File: src/rtl/pc_fetch_pkg.sv
// Shared encodings, state type and reset/exception vectors for the fetch sequencer.
// PC_FETCH_EXC_EN keeps target bit[1:0] visible so misalignment can be trapped.
package pc_fetch_pkg;

  localparam logic [31:0] DEF_RESET_PC = 32'h0000_3000;
  localparam logic [31:0] DEF_EXC_VEC  = 32'h0000_4180;

  localparam logic [2:0] NPC_SEQ = 3'b000;
  localparam logic [2:0] NPC_BEQ = 3'b001;
  localparam logic [2:0] NPC_J   = 3'b010;
  localparam logic [2:0] NPC_JAL = 3'b011;
  localparam logic [2:0] NPC_JR  = 3'b100;

`ifdef PC_FETCH_EXC_EN
  localparam logic [31:0] TGT_MASK = 32'hFFFF_FFFF;
`else
  localparam logic [31:0] TGT_MASK = 32'hFFFF_FFFC;
`endif

  typedef enum logic [1:0] {
    ST_BOOT,
    ST_IDLE,
    ST_REQ,
    ST_HOLD
  } fetch_state_e;

endpackage

File: src/rtl/pc_fetch_seq_npc_calc.sv
// Combinational redirect target from the decode-stage redir_* fields.
// PC_FETCH_EXC_EN leaves target[1:0] unmasked for the misalignment check.
module npc_calc
  import pc_fetch_pkg::*;
(
  input  logic [2:0]  i_slc,
  input  logic        i_zero,
  input  logic [31:0] i_base,
  input  logic [31:0] i_offset,
  input  logic [25:0] i_imm26,
  input  logic [31:0] i_jr,
  output logic        o_take,
  output logic [31:0] o_target
);

  logic [31:0] w_raw;

  // An untaken beq resumes at redir_base, which is the delay slot
  // already being fetched, so it leaves the sequential stream alone.
  always_comb begin
    w_raw  = i_base;
    o_take = 1'b0;
    unique case (1'b1)
      i_slc[2]: begin
        w_raw  = i_jr;
        o_take = 1'b1;
      end
      i_slc == NPC_BEQ: begin
        w_raw  = i_base + (i_offset << 2);
        o_take = i_zero;
      end
      (i_slc == NPC_J) || (i_slc == NPC_JAL): begin
        w_raw  = {i_base[31:28], i_imm26, 2'b00};
        o_take = 1'b1;
      end
      default: ;
    endcase
  end

  assign o_target = w_raw & TGT_MASK;

endmodule

File: src/rtl/pc_fetch_seq.sv
// Fetch-stage PC sequencer: PC register, imem handshake, redirect ordering.
// PC_FETCH_EXC_EN adds exc_req/adel and the exception vector path.
module pc_fetch_seq
  import pc_fetch_pkg::*;
#(
  parameter logic [31:0] RESET_PC = DEF_RESET_PC,
  parameter logic [31:0] EXC_VEC  = DEF_EXC_VEC
) (
  input  logic        clk,
  input  logic        reset,
  input  logic        stall,
  input  logic        redir_valid,
  input  logic [2:0]  redir_slc,
  input  logic        redir_zero,
  input  logic [31:0] redir_base,
  input  logic [31:0] redir_offset,
  input  logic [25:0] redir_imm26,
  input  logic [31:0] redir_jr,
  output logic        imem_req,
  output logic [31:0] imem_addr,
  input  logic        imem_ready,
  output logic        if_valid,
  output logic [31:0] if_pc
`ifdef PC_FETCH_EXC_EN
  ,
  input  logic        exc_req,
  output logic        adel
`endif
);

  fetch_state_e r_state;
  logic [31:0]  r_pc;
  logic [31:0]  r_pend;
  logic         r_pend_v;

  logic         w_take;
  logic [31:0]  w_tgt;
  logic         w_redir;
  logic         w_done;
  logic         w_tgt_v;
  logic [31:0]  w_tgt_now;
  logic [31:0]  w_next;
  logic [31:0]  w_go_pc;
  logic         w_exc;
  logic         w_mis;

  npc_calc u_npc (
    .i_slc    (redir_slc),
    .i_zero   (redir_zero),
    .i_base   (redir_base),
    .i_offset (redir_offset),
    .i_imm26  (redir_imm26),
    .i_jr     (redir_jr),
    .o_take   (w_take),
    .o_target (w_tgt)
  );

  assign w_redir   = redir_valid & w_take;
  assign w_done    = (r_state == ST_REQ) & imem_ready;
  // A redirect arriving as the delay slot completes is used directly.
  assign w_tgt_v   = w_redir | r_pend_v;
  assign w_tgt_now = w_redir ? w_tgt : r_pend;

`ifdef PC_FETCH_EXC_EN
  logic r_exc_p;

  assign w_exc = exc_req | r_exc_p;
  assign w_mis = w_tgt_v & (w_tgt_now[1:0] != 2'b00);

  always_ff @(posedge clk or posedge reset) begin
    if (reset) begin
      r_exc_p <= 1'b0;
      adel    <= 1'b0;
    end else begin
      adel <= w_done & ~w_exc & w_mis;
      if (w_done)
        r_exc_p <= 1'b0;
      else if (exc_req && (r_state == ST_REQ))
        r_exc_p <= 1'b1;
    end
  end
`else
  assign w_exc = 1'b0;
  assign w_mis = 1'b0;
`endif

  assign w_next  = (w_exc | w_mis) ? EXC_VEC :
                   w_tgt_v ? w_tgt_now : r_pc + 32'd4;
  assign w_go_pc = w_exc ? EXC_VEC : r_pc;

  always_ff @(posedge clk or posedge reset) begin
    if (reset) begin
      r_state   <= ST_BOOT;
      r_pc      <= RESET_PC;
      r_pend    <= '0;
      r_pend_v  <= 1'b0;
      imem_req  <= 1'b0;
      imem_addr <= RESET_PC;
      if_valid  <= 1'b0;
      if_pc     <= '0;
    end else begin
      if_valid <= 1'b0;
      if (w_redir && !w_exc) begin
        r_pend   <= w_tgt;
        r_pend_v <= 1'b1;
      end
      if (w_exc)
        r_pend_v <= 1'b0;
      unique case (r_state)
        ST_BOOT: begin
          r_state <= ST_IDLE;
          r_pc    <= w_go_pc;
        end
        ST_IDLE, ST_HOLD: begin
          r_pc <= w_go_pc;
          if (!stall) begin
            r_state   <= ST_REQ;
            imem_req  <= 1'b1;
            imem_addr <= w_go_pc;
          end
        end
        ST_REQ: begin
          if (imem_ready) begin
            if_valid  <= ~w_exc;
            if_pc     <= imem_addr;
            r_pc      <= w_next;
            imem_addr <= w_next;
            r_pend_v  <= 1'b0;
            if (stall) begin
              r_state  <= ST_HOLD;
              imem_req <= 1'b0;
            end
          end
        end
        default: r_state <= ST_BOOT;
      endcase
    end
  end

endmodule

File: config.mk
export PLATFORM = sky130hd
export DESIGN_NAME = pc_fetch_seq
export DESIGN_NICKNAME = d
export VERILOG_FILES = /design/src/rtl/pc_fetch_pkg.sv /design/src/rtl/pc_fetch_seq_npc_calc.sv /design/src/rtl/pc_fetch_seq.sv
export SDC_FILE = /design/constraint.sdc
export NUM_CORES = 1
export LEC_CHECK = 0
export CAP_MARGIN = 20
export CORE_MARGIN = 5
export CORE_UTILIZATION = 45
export DETAILED_ROUTE_END_ITERATION = 12
export PLACE_DENSITY = 0.73
export SLEW_MARGIN = 15
export SYNTH_ARGS = -nofsm -noshare
export SYNTH_HDL_FRONTEND = slang
export SYNTH_SLANG_ARGS = --single-unit
File: constraint.sdc
create_clock -name clk -period 8 [get_ports clk]
set_input_delay 0.8 -clock clk [delete_from_list [all_inputs] [get_ports clk]]
set_output_delay 0.8 -clock clk [all_outputs]
set_load 0.05 [all_outputs]
==> impl_metrics.ini <==
[setup_path]
r2r_end = r_pc[24]$_DFFE_PP0P_
reg2reg_setup_slack_ns = 4.37
critical-path-top-delay-family = simple AND/OR/NAND/NOR gates
worst_setup_path_end_kind = register
start_kind = register
crit_fanout = 63
r2r_cells = 7
criticalPathCategory = register to register
crit_required_ns = 8.34
cp_common_cell = buf_4
path_cells = nor2b_1 > nand2_2 > buf_4 > inv_1 > buf_4 > o2111ai_1 > nand2_1
worstPathArrival_ns = 3.97
worstPathBufferInverterCount = 3
reg2reg_from = r_state[0]$_DFFE_PP0P_
slowest_delay_ns = 0.78
slowest_stage = nor2b_1

[cts]
cts_hold_buf = 0
post_cts_buffers = 0
cts_buffers = 17
postCtsResizedCells = 0
cts_tree = done
htree_levels = 4
clk_pin_slew_worst_paths_ns = 0.06
clock_latency_ns = 0.42
cts_sinks = 133
clockBufferDepth = 2
cts-root-buf = clkbuf_16

[timing]
clock-skew-final_ns = 0.0117
max_clock_freq_ghz = 0.276
setup_tns_ns = 0
drv_slew = 0
setup_viol = 0
hold_viol = 0
post-route-period-util_pct = 45.4
fin_ws_ns = 4.37
slew_headroom_pct = 32.8
rsz0062_at_grt = false
worstMarginPinSlew_ns = 1.01
period_minus_slack_ns = 3.63

[logic_synthesis]
async_reset_ff_share_pct = 100
synth_top_area_share_pct = 38.0
syn_nets = 1200
synth_edf_count = 0
synth_flop_cell = dfrtp_1
synth_area_leaders = dfrtp_1, nand2_1, o21ai_0, ha_1, a21oi_1
yosys.area.top_type = dfrtp_1
synth_area_per_cell_um2 = 8.19
synth_cell_type_count = 74
netlist_instances = 1038
ys_seq_area_share_pct = 39.2
ys_warn_count = 0
ys_ff_latch = 133
synth_area_mm2 = 0.00850

[floorplan]
core_area_mm2 = 0.0186
die_w_um = 147
start_util_pct = 45.6
die-area_mm2 = 0.0217
ios = 197
die-height_um = 147
fp-row-count = 50

[placed_design]
gp_congestion = 0.917
place_ws_ns = 4.04
placed_cell_area_mm2 = 0.0105
port_buffers = 190
hpwl_mm = 18.5

[route]
wirelength_mm = 25.3
dr.pass1.iters = 6
via_per_inst = 5.69
drtIter0Drc = 641
drc = 0
wl_per_cell_um = 17.5
antenna_left = 0
vias = 8217

[grt]
antenna_found_initial = 0
grt_pass1_vias = 7970
grt_max_degree = 79
grt_overflow_total = 0
grt_pass1_wl_mm = 41.2
grt.total_usage_pct = 23.1

[final_layout]
seq_area_mm2 = 0.00333
area_growth_syn_to_layout_pct = 30.8
final_nets = 1359
final_common_cell = nand2_1
num_antenna_cells = 0
final_cell_mix = nand2_1, clkdlybuf4s50_1, dfrtp_1, nor2_1, o21ai_0
utilization_pct = 59.7
multi_input_area_mm2 = 0.00485
stdcell_area_mm2 = 0.0111
layout-drive-gt1-share_pct = 6.45
nFillCells = 1702

[hold_path]
worstHoldStart = if_pc[17]$_DFFE_PP0P_
holdPathEnd = if_pc[17]$_DFFE_PP0P_
hold_class = register to register
min_path_cells = 2

[power]
report.power.total_uw = 2890
vdd_drop_max_mv = 0.156
leakage_uw = 0.00483
p_per_area_mw_per_mm2 = 260

[job]
maxCapViolCount = 0

[run_status]
status = completed
per-layer routing:
layer / routed length [µm] / global-route usage (%) / up-vias
met2: 11700 / 37.9 / 287
met5: 0 / 0 / -
met4: 329 / 5.96 / 0
met3: 1820 / 4.94 / 27
li1: - / - / 4005
met1: 11400 / 31.4 / 3898
sequential cells by signal (all words and copies together), names as in the netlist:
register and flops:
r_state 2, r_pend_v 1, if_valid 1, imem_req 1, r_pc 32, imem_addr 32
r_pend 32, if_pc 32
synth_stat cells (4+ instances only):
library cell  instances
xnor2_1              22
nand2b_1              9
o221ai_1              7
nand3_1              45
nor2_1               83
nor3_1               11
ha_1                 30
a211o_1               5
and3_1               10
dfrtp_1             129
o22ai_1               4
o21a_1               19
o31ai_1               5
a221o_1               4
and2_1                7
and4_1                5
a211oi_1             10
o211ai_1              6
nand2_1             224
a21o_1               17
or3_1                 7
a221oi_1              5
o21ai_0              76
buf_1                 8
dfstp_2               4
xor2_1               17
a21oi_1              71
nand4_1              19
inv_1                21
nor2b_1               7
a32oi_1               7
a31oi_1               9
mux2i_1              17
clkbuf_1             51
mux2_2                9
worst max-delay path by stage:
stage | endpoint | from | slack [ns] | cells after the start
final | r_pc[24]$_DFFE_PP0P_ | r_state[0]$_DFFE_PP0P_ | 4.37 | 7
after detailed placement | imem_addr[4]$_DFFE_PP0P_ | redir_slc[1] | 4.04 | 12
after CTS | r_pc[0]$_DFFE_PP0P_ | r_state[0]$_DFFE_PP0P_ | 4.36 | 7
after global routing | r_pc[24]$_DFFE_PP0P_ | r_state[0]$_DFFE_PP0P_ | 4.06 | 7
after global placement | imem_addr[4]$_DFFE_PP0P_ | redir_slc[1] | 4.07 | 12
after floorplan | if_pc[0]$_DFFE_PP0P_ | reset | 3.65 | 1
where the power goes:
| part | switching [µW] | internal, µW |
|---|---|---|
| combinational | 709 | 423 |
| clock | 289 | 462 |
| sequential | 165 | 842 |
| total | 1160 | 1730 |
tightest hold or removal path: cells and delay by family (launching register included):
| kind | cells | cell delay, ns |
|---|---|---|
| simple gates | 2 | 0.10 |
| flops | 1 | 0.34 |
logic make-up after synthesis:
kind of cell	count (synthesis)	share of synthesized area [%]
adders and majority gates	31	4.65
AOI/OAI and AO/OA	281	21.5
DFF	133	39.2
and+or+nand+nor	444	23.4
xor gates and xnor gates	40	4.21
buffers and inverters	83	3.84
muxes	26	3.19
layout make-up:
type                    count  area share [%]
clock buffers              18            3.95
clock inverters            14            1.23
inverters                  22           0.765
multi-input cells         822            43.6
flip-flops and latches    133            30.0
well taps                 234            2.63
repair buffers            201            17.8
through the flow:
step / hold slack (ns) / instances
2_1_floorplan: 0.449 / 1038
3_3_place_gp: 0.456 / 1412
3_5_place_dp: 0.462 / 1412
4_1_cts: 0.476 / 1444
5_1_grt: 0.495 / 1444
6_report: 0.471 / 1444
Power figures use the tool's default switching activity.
